<file path="config.mk">
export PLATFORM = sky130hd
export DESIGN_NAME = sr_latch_driver
export DESIGN_NICKNAME = d
export VERILOG_FILES = /design/src/rtl/sr_drv_pkg.sv /design/src/rtl/sr_latch_driver_sync2.sv /design/src/rtl/sr_latch_driver.sv
export SDC_FILE = /design/constraint.sdc
export NUM_CORES = 1
export LEC_CHECK = 0
export ABC_AREA = 1
export CAP_MARGIN = 20
export CORE_MARGIN = 5
export CORE_UTILIZATION = 51
export CTS_CLUSTER_SIZE = 8
export DETAILED_ROUTE_END_ITERATION = 12
export PLACE_DENSITY = 0.76
export SETUP_SLACK_MARGIN = 0.15
export SYNTH_ARGS = -nofsm -noshare
export SYNTH_HDL_FRONTEND = slang
export SYNTH_SLANG_ARGS = --single-unit
</file>
<file path="constraint.sdc">
create_clock -name clk -period 1.4 [get_ports clk]
set_input_delay 0.14 -clock clk [delete_from_list [all_inputs] [get_ports clk]]
set_output_delay 0.14 -clock clk [all_outputs]
set_load 0.03 [all_outputs]
</file>
<file path="src/rtl/sr_drv_pkg.sv">
// Shared encodings for the SR latch driver: FSM states, operation codes
// and the width of the pulse/gap counter.
package sr_drv_pkg;

  localparam int CNT_W = 4;

  typedef enum logic [2:0] {
    IDLE    = 3'd0,
    PULSE_S = 3'd1,
    PULSE_R = 3'd2,
    GAP     = 3'd3,
    CHECK   = 3'd4
  } state_e;

  typedef enum logic {
    OP_RESET = 1'b0,
    OP_SET   = 1'b1
  } op_e;

  function automatic state_e pulse_state(input op_e op);
    if (op == OP_SET) begin
      return PULSE_S;
    end else begin
      return PULSE_R;
    end
  endfunction

endpackage

</file>
<file path="src/rtl/sr_latch_driver_sync2.sv">
// Two-flop synchronizer that brings the asynchronous latch output into
// the clk domain; clears to 0 on synchronous reset.
module sync2 (
  input  logic clk,
  input  logic reset,
  input  logic d,
  output logic q
);

  logic r_meta;
  logic r_sync;

  always_ff @(posedge clk) begin
    if (reset) begin
      r_meta <= 1'b0;
      r_sync <= 1'b0;
    end else begin
      r_meta <= d;
      r_sync <= r_meta;
    end
  end

  assign q = r_sync;

endmodule

</file>
<file path="src/rtl/sr_latch_driver.sv">
// Drives an active-low NAND SR latch with fixed-width sbar/rbar pulses,
// queues one pending request and checks the latch readback afterwards.
module sr_latch_driver
  import sr_drv_pkg::*;
#(
  parameter int unsigned PULSE_W = 3,
  parameter int unsigned GAP_W   = 2
) (
  input  logic clk,
  input  logic reset,
  input  logic set_req,
  input  logic reset_req,
  input  logic q_fb,
  output logic sbar,
  output logic rbar,
  output logic busy,
  output logic done,
  output logic err,
  output logic q_exp,
  output logic exp_valid,
  output logic ovr
);

  localparam logic [CNT_W-1:0] PULSE_LAST = CNT_W'(PULSE_W - 1);
  localparam logic [CNT_W-1:0] GAP_LAST   = CNT_W'(GAP_W - 1);

  state_e           r_state;
  state_e           w_state_nxt;
  logic [CNT_W-1:0] r_cnt;
  op_e              r_op;
  op_e              w_op_nxt;
  logic             r_pend_v;
  op_e              r_pend_op;
  logic             w_pend_v_nxt;
  op_e              w_pend_op_nxt;

  logic r_sbar, r_rbar, r_busy, r_done, r_err, r_q_exp, r_exp_valid, r_ovr;
  logic w_sbar_nxt, w_rbar_nxt, w_busy_nxt, w_done_nxt, w_err_nxt;
  logic w_q_exp_nxt, w_exp_valid_nxt, w_ovr_nxt;

  logic w_q_sync;
  logic w_req;
  op_e  w_req_op;
  logic w_merged_v;
  op_e  w_merged_op;

  sync2 u_sync (
    .clk   (clk),
    .reset (reset),
    .d     (q_fb),
    .q     (w_q_sync)
  );

  // Reset request beats set request arriving in the same cycle.
  assign w_req       = set_req | reset_req;
  assign w_req_op    = reset_req ? OP_RESET : OP_SET;
  assign w_merged_v  = r_pend_v | w_req;
  assign w_merged_op = w_req ? w_req_op : r_pend_op;

  always_ff @(posedge clk) begin
    if (reset) begin
      r_state   <= IDLE;
      r_cnt     <= {CNT_W{1'b0}};
      r_op      <= OP_RESET;
      r_pend_v  <= 1'b0;
      r_pend_op <= OP_RESET;
    end else begin
      r_state   <= w_state_nxt;
      r_cnt     <= (w_state_nxt != r_state) ? {CNT_W{1'b0}} : r_cnt + CNT_W'(1);
      r_op      <= w_op_nxt;
      r_pend_v  <= w_pend_v_nxt;
      r_pend_op <= w_pend_op_nxt;
    end
  end

  always_comb begin
    w_state_nxt   = r_state;
    w_op_nxt      = r_op;
    w_pend_v_nxt  = r_pend_v;
    w_pend_op_nxt = r_pend_op;
    case (r_state)
      IDLE: begin
        w_pend_v_nxt = 1'b0;
        if (w_req) begin
          w_state_nxt = pulse_state(w_req_op);
          w_op_nxt    = w_req_op;
        end else begin
          w_state_nxt = IDLE;
        end
      end
      PULSE_S, PULSE_R: begin
        w_pend_v_nxt  = w_merged_v;
        w_pend_op_nxt = w_merged_op;
        if (r_cnt == PULSE_LAST) begin
          w_state_nxt = GAP;
        end else begin
          w_state_nxt = r_state;
        end
      end
      GAP: begin
        w_pend_v_nxt  = w_merged_v;
        w_pend_op_nxt = w_merged_op;
        if (r_cnt == GAP_LAST) begin
          w_state_nxt = CHECK;
        end else begin
          w_state_nxt = GAP;
        end
      end
      CHECK: begin
        // A request landing in CHECK joins the pending slot and is launched now.
        w_pend_v_nxt = 1'b0;
        if (w_merged_v) begin
          w_state_nxt = pulse_state(w_merged_op);
          w_op_nxt    = w_merged_op;
        end else begin
          w_state_nxt = IDLE;
        end
      end
      default: begin
        w_state_nxt  = IDLE;
        w_pend_v_nxt = 1'b0;
      end
    endcase
  end

  always_comb begin
    w_sbar_nxt      = (w_state_nxt != PULSE_S);
    w_rbar_nxt      = (w_state_nxt != PULSE_R);
    w_busy_nxt      = (w_state_nxt != IDLE);
    w_done_nxt      = (w_state_nxt == CHECK);
    w_ovr_nxt       = (r_state != IDLE) & w_req & r_pend_v;
    w_err_nxt       = 1'b0;
    w_q_exp_nxt     = r_q_exp;
    w_exp_valid_nxt = r_exp_valid;
    if (w_state_nxt == CHECK) begin
      w_err_nxt       = (w_q_sync != r_op);
      w_q_exp_nxt     = r_op;
      w_exp_valid_nxt = 1'b1;
    end else begin
      w_err_nxt = 1'b0;
    end
  end

  always_ff @(posedge clk) begin
    if (reset) begin
      r_sbar      <= 1'b1;
      r_rbar      <= 1'b1;
      r_busy      <= 1'b0;
      r_done      <= 1'b0;
      r_err       <= 1'b0;
      r_q_exp     <= 1'b0;
      r_exp_valid <= 1'b0;
      r_ovr       <= 1'b0;
    end else begin
      r_sbar      <= w_sbar_nxt;
      r_rbar      <= w_rbar_nxt;
      r_busy      <= w_busy_nxt;
      r_done      <= w_done_nxt;
      r_err       <= w_err_nxt;
      r_q_exp     <= w_q_exp_nxt;
      r_exp_valid <= w_exp_valid_nxt;
      r_ovr       <= w_ovr_nxt;
    end
  end

  assign sbar      = r_sbar;
  assign rbar      = r_rbar;
  assign busy      = r_busy;
  assign done      = r_done;
  assign err       = r_err;
  assign q_exp     = r_q_exp;
  assign exp_valid = r_exp_valid;
  assign ovr       = r_ovr;

endmodule

</file>
Word level (Yosys, flattened, before mapping). Cells that the tools add are included.

Flip-flop bits (word level): 20. Word-level logic and storage cells: 57.

Add/sub/neg operators: 1. Eq/ne operators: 13. Multiplexer cells: 12. Bitwise gates (word level): 6. Reduce and logical (&&, ||, !) cells: 10.

Operator list (count): $mux W3 (4); $pmux W3 S4 (1); $reduce_or A2 Y1 (4); $eq A3 B2 Y1 const B (2); $eq A3 B3 Y1 const B (2); $reduce_bool A3 Y1 (2); $add A4 B1 Y4 const B (1); $eq A4 B1 Y1 const B (1); $eq A4 B2 Y1 const B (1); $mux W1 (4); $mux W2 (2); $ne A2 B2 Y1 const B (2); $eq A3 B1 Y1 const B (1); $logic_not A3 Y1 (1); $ne A3 B1 Y1 const B (1); $ne A3 B2 Y1 const B (1); $ne A3 B3 Y1 (1); $reduce_and A3 Y1 (1); $reduce_or A3 Y1 (1); $and A1 B1 Y1 (2); $not A1 Y1 (2); $or A1 B1 Y1 (2); $pmux W1 S2 (1); $reduce_bool A2 Y1 (1); $ne A1 B1 Y1 (1).

Logic depth before layout (Yosys ltp).
Word-level depth: 8. Depth in mapped cells: 10. Depth with buffers taken out: 10.

Cells and area by module. From an unflattened synthesis, not the netlist that was laid out.

Cell total of the unflattened synthesis: 111. Area, all modules: 874.6 um2.

Modules (own cells, without submodules): sr_latch_driver (times used 1, cells each 105, area each 819.5 um2); sync2 (times used 1, cells each 6, area each 55.1 um2).

Worst setup path after synthesis. No wires, ideal clock.

Path type: reg-to-reg. Start: register r_cnt[0]. End: register r_cnt[0]. Setup time: 0.078 ns. Arrival: 1.143 ns. Required time: 1.322 ns. Slack: 0.179 ns. Stages on the path, launching flop included: 10. Path buffers: 0. Clock period less this slack: 1.221 ns. Cells stage by stage: dfxtp_1 inv_1 ha_1 nand2_1 nand2_1 nand2_2 nand3_2 nand2_1 nand2_2 nor3_1.

Longest elaborated chain between the ends: 5.

RTL lines: start, declared (RTL line sr_latch_driver.sv:29) `logic [CNT_W-1:0] r_cnt;`; start signal, assigned (RTL line sr_latch_driver.sv:63) `r_cnt <= {CNT_W{1'b0}};`; start signal, assigned (RTL line sr_latch_driver.sv:69) `r_cnt <= (w_state_nxt != r_state) ? {CNT_W{1'b0}} : r_cnt + CNT_W'(1);`; $eq A4 B1 Y1 or $eq A4 B2 Y1 (tied branches) (RTL line sr_latch_driver.sv:103, sr_latch_driver.sv:94); $mux W3, on equally long branches (RTL line sr_latch_driver.sv:103, sr_latch_driver.sv:94); $pmux W3 S4 (RTL line sr_latch_driver.sv:81) `case (r_state)`; $ne A3 B3 Y1 (RTL line sr_latch_driver.sv:69); $reduce_or A2 Y1 (no line).

Parallel ways exist; a longest one is shown, timed or not. A chain may end at the register's enable or synchronous reset.

Worst setup path in the final report.
Start: register r_state[0]. End: register r_sbar (netlist: sbar).

Longest elaborated chain between the ends: 4.

RTL lines: start, declared (RTL line sr_latch_driver.sv:27) `state_e r_state;`; start signal, assigned (RTL line sr_latch_driver.sv:68) `r_state <= w_state_nxt;`; $eq A3 B1 Y1 or $eq A3 B2 Y1 (tied branches) (RTL line sr_latch_driver.sv:81); $reduce_or A2 Y1 (RTL line sr_latch_driver.sv:81); $pmux W3 S4 (*) (RTL line sr_latch_driver.sv:81); $ne A3 B1 Y1 (*) (RTL line sr_latch_driver.sv:127) `w_sbar_nxt = (w_state_nxt != PULSE_S);`; end signal, assigned (RTL line sr_latch_driver.sv:155) `r_sbar <= w_sbar_nxt;`; end, declared (RTL line sr_latch_driver.sv:37) `logic r_sbar, r_rbar, r_busy, r_done, r_err, r_q_exp, r_exp_valid, r_ovr;`.

Mark *: on every way between the ends. The rest lies on a longest branch, timed or not.

==> impl_metrics.tcl <==
set metrics [dict create \
    grt_usage_pct 16.84 \
    wl_per_cell_um 14.45 \
    dieArea_um2 2613 \
    postSynthCellCount 113 \
    tns_ps 0 \
    gr-usage-met2_pct 31.97 \
    rows 14 \
    fin_nets 151 \
    grt_first_pass_wirelength_um 3277 \
    yosys_warnings 0 \
    r2r-start "r_state[0]$_SDFF_PP0_" \
    setup_viol 0 \
    worst_pin_slew_ps 437.0 \
    cts_tree "built" \
    ctsRootBufferMaster "clkbuf_4" \
    ys_seq_elements 20 \
    start_util_pct 55.30 \
    syn_to_final_growth_pct 56.17 \
    cts_buffers 3 \
    dieWidth_um 51.12 \
    wirelength_um 2283 \
    grt_pass1_vias 824 \
    final_area_um2 1346 \
    max_freq_mhz 753.4 \
    final.setup.worst_slack_ps 72.71 \
    grt_setup_unrepaired "yes" \
    final.period_utilization_pct 94.81 \
    drc_errors 0 \
    cts.sinks 20 \
    dpl_worst_slack_ps -137.3 \
    diodes 0 \
    status "complete, no violations" \
    ant_nets 0 \
    r2r_setup_slack_ps 70 \
    place_area_um2 1028 \
    via_count 847 \
    path_max_fanout 5 \
    ys_seq_area_share_pct 46.44 \
    met1_usage_pct 16.31 \
    timing.rr.end "sbar$_SDFF_PP1_" \
    dp_hpwl_um 1388 \
    use_met3_pct 3.779 \
    drv_cap 0 \
    synth_area_per_cell_um2 7.629 \
    critical_path.endpoint_type "register" \
    min_from "q_fb" \
    clk_latency_ps 320 \
    grt.overflow.total 0 \
    slew_viol_final 0 \
    fin_crit_ps 1327 \
    crit_type "reg2reg" \
    drive_above_1_share_pct 47.18 \
    worst_setup_path_start_kind "register" \
    htree_levels 1 \
    hold_viol 0 \
    drt_iter0_markers 28 \
    layout_commonest_cell "dfxtp_1" \
    worstPathArrival_ps 1510 \
    required_ps 1590 \
    clock_skew_ps 16.87 \
    r2r_cells 9 \
    power.static_leakage_nw 0.6238 \
    synth.distinct_cells 20 \
    core_area_um2 1559 \
    hold_class "in2reg" \
    antenna_found_initial 0 \
    power_density_nw_per_um2 1163 \
    peakVddDrop_mv 0.9521 \
    synth_area_um2 862.1 \
    cts_buffer_depth 2 \
    grt.busiest_layer "met2" \
    pin_count 13 \
    grt_max_degree 13 \
    min_to "u_sync.r_meta$_SDFF_PP0_" \
    layout_common_cells "13 x dfxtp_1, 11 x nor2_1, 11 x buf_4" \
    io_buffers 12 \
    hold_depth 3 \
    slew_headroom_pct 70.11 \
    holdBufCountCts 0 \
    synth_nets 121 \
    via_per_inst 5.361 \
    first_pass_iters 4 \
    clk_pin_slew_ps 120 \
    routabilityCongestion 0.7770 \
    die_y_um 51.12 \
    fin_util_pct 86.36 \
]
[state kept, by name (all words and copies together) (netlist names)]
register / flops
r_pend_v: 1
sbar: 1
r_state: 3
ovr: 1
rbar: 1
err: 1
u_sync.r_meta: 1
r_op: 1
exp_valid: 1
r_pend_op: 1
done: 1
u_sync.q: 1
r_cnt: 4
q_exp: 1
busy: 1
[repair_timing]
item | 4_1_cts | 5_1_grt
gates resized for setup | 41 | 31
cloned | 0 | 0
setup endpoints to repair | 17 | 9
setup buffers | 6 | 4
pin swaps | 11 | 12
[Yosys cell counts]
master	number	area [um2]
a2111oi_0	1	8.760
dfxtp_1	20	400.4
inv_2	3	11.26
nand4_1	3	18.77
nor2_2	1	6.260
inv_1	16	60.06
xnor2_1	2	17.52
nand3_1	6	30.03
o21ai_0	4	20.02
a21oi_1	2	10.01
a211oi_1	1	7.510
nand2_1	24	90.09
xor2_1	1	8.760
nor3_1	5	25.02
nor2_4	1	11.26
clkbuf_1	1	3.750
nand3_2	3	30.03
nand2_2	2	12.51
ha_1	3	37.54
nor2_1	14	52.55
[worst max path at each step]
stage / start / endpoint / slack (ps) / depth (start not counted)
floorplan: r_cnt[0]$_SDFF_PP0_ / r_cnt[0]$_SDFF_PP0_ / 180 / 9
global placement: set_req / sbar$_SDFF_PP1_ / -80 / 10
detailed placement: set_req / sbar$_SDFF_PP1_ / -140 / 10
CTS: r_cnt[1]$_SDFF_PP0_ / r_cnt[0]$_SDFF_PP0_ / 90 / 10
global route: r_state[1]$_SDFF_PP0_ / sbar$_SDFF_PP1_ / 10 / 9
finish: r_state[0]$_SDFF_PP0_ / sbar$_SDFF_PP1_ / 70 / 9
[power by group]
group	switching [mW]	total, mW	internal [mW]
clock network	0.186	0.476	0.290
registers	0.0363	0.649	0.613
logic	0.250	0.440	0.191
[critical path: stages, from the launching register on]
cell and delay [ps]:
dfxtp_4 410, nand2_1 80, nor2_2 170, nand2_4 80, nand2_2 80, inv_2 50
nand3_4 80, inv_4 50, nor2_4 100, nand4_1 100
[layer usage]
metal / vias up / part of all wire (%)
li1: 419 / -
met4: 0 / 4.2
met1: 391 / 38
met5: - / 0
met2: 25 / 54
met3: 12 / 3.8
[metrics by stage]
step | hold WS, ps | cells | total power [mW]
2_1_floorplan | 247.0 | 113 | 0.8193
3_3_place_gp | 392.9 | 144 | 0.8965
3_5_place_dp | 400.0 | 144 | 0.9068
4_1_cts | 335.7 | 154 | 1.479
5_1_grt | 341.6 | 158 | 1.642
6_report | 328.3 | 158 | 1.566
[cell type report]
cell class	instances	area (um2)
inverters	19	81.33
multi-input cells	73	546.8
fillers	74	212.7
clock inverters	1	30.03
flip-flops and latches	20	419.2
repair buffers	26	226.5
clock buffers	3	22.52
well taps	16	20.02
[cells by family after synthesis]
kind of cell / count (synthesis) / share of synthesized area, %
xor gates and xnor gates: 3 / 3.048
and+or+nand+nor: 59 / 32.08
AOI/OAI and AO/OA: 8 / 5.371
adders and majority gates: 3 / 4.355
buffers and inverters: 20 / 8.708
DFF: 20 / 46.44
No activity file was read; power rests on OpenSTA's default activity.
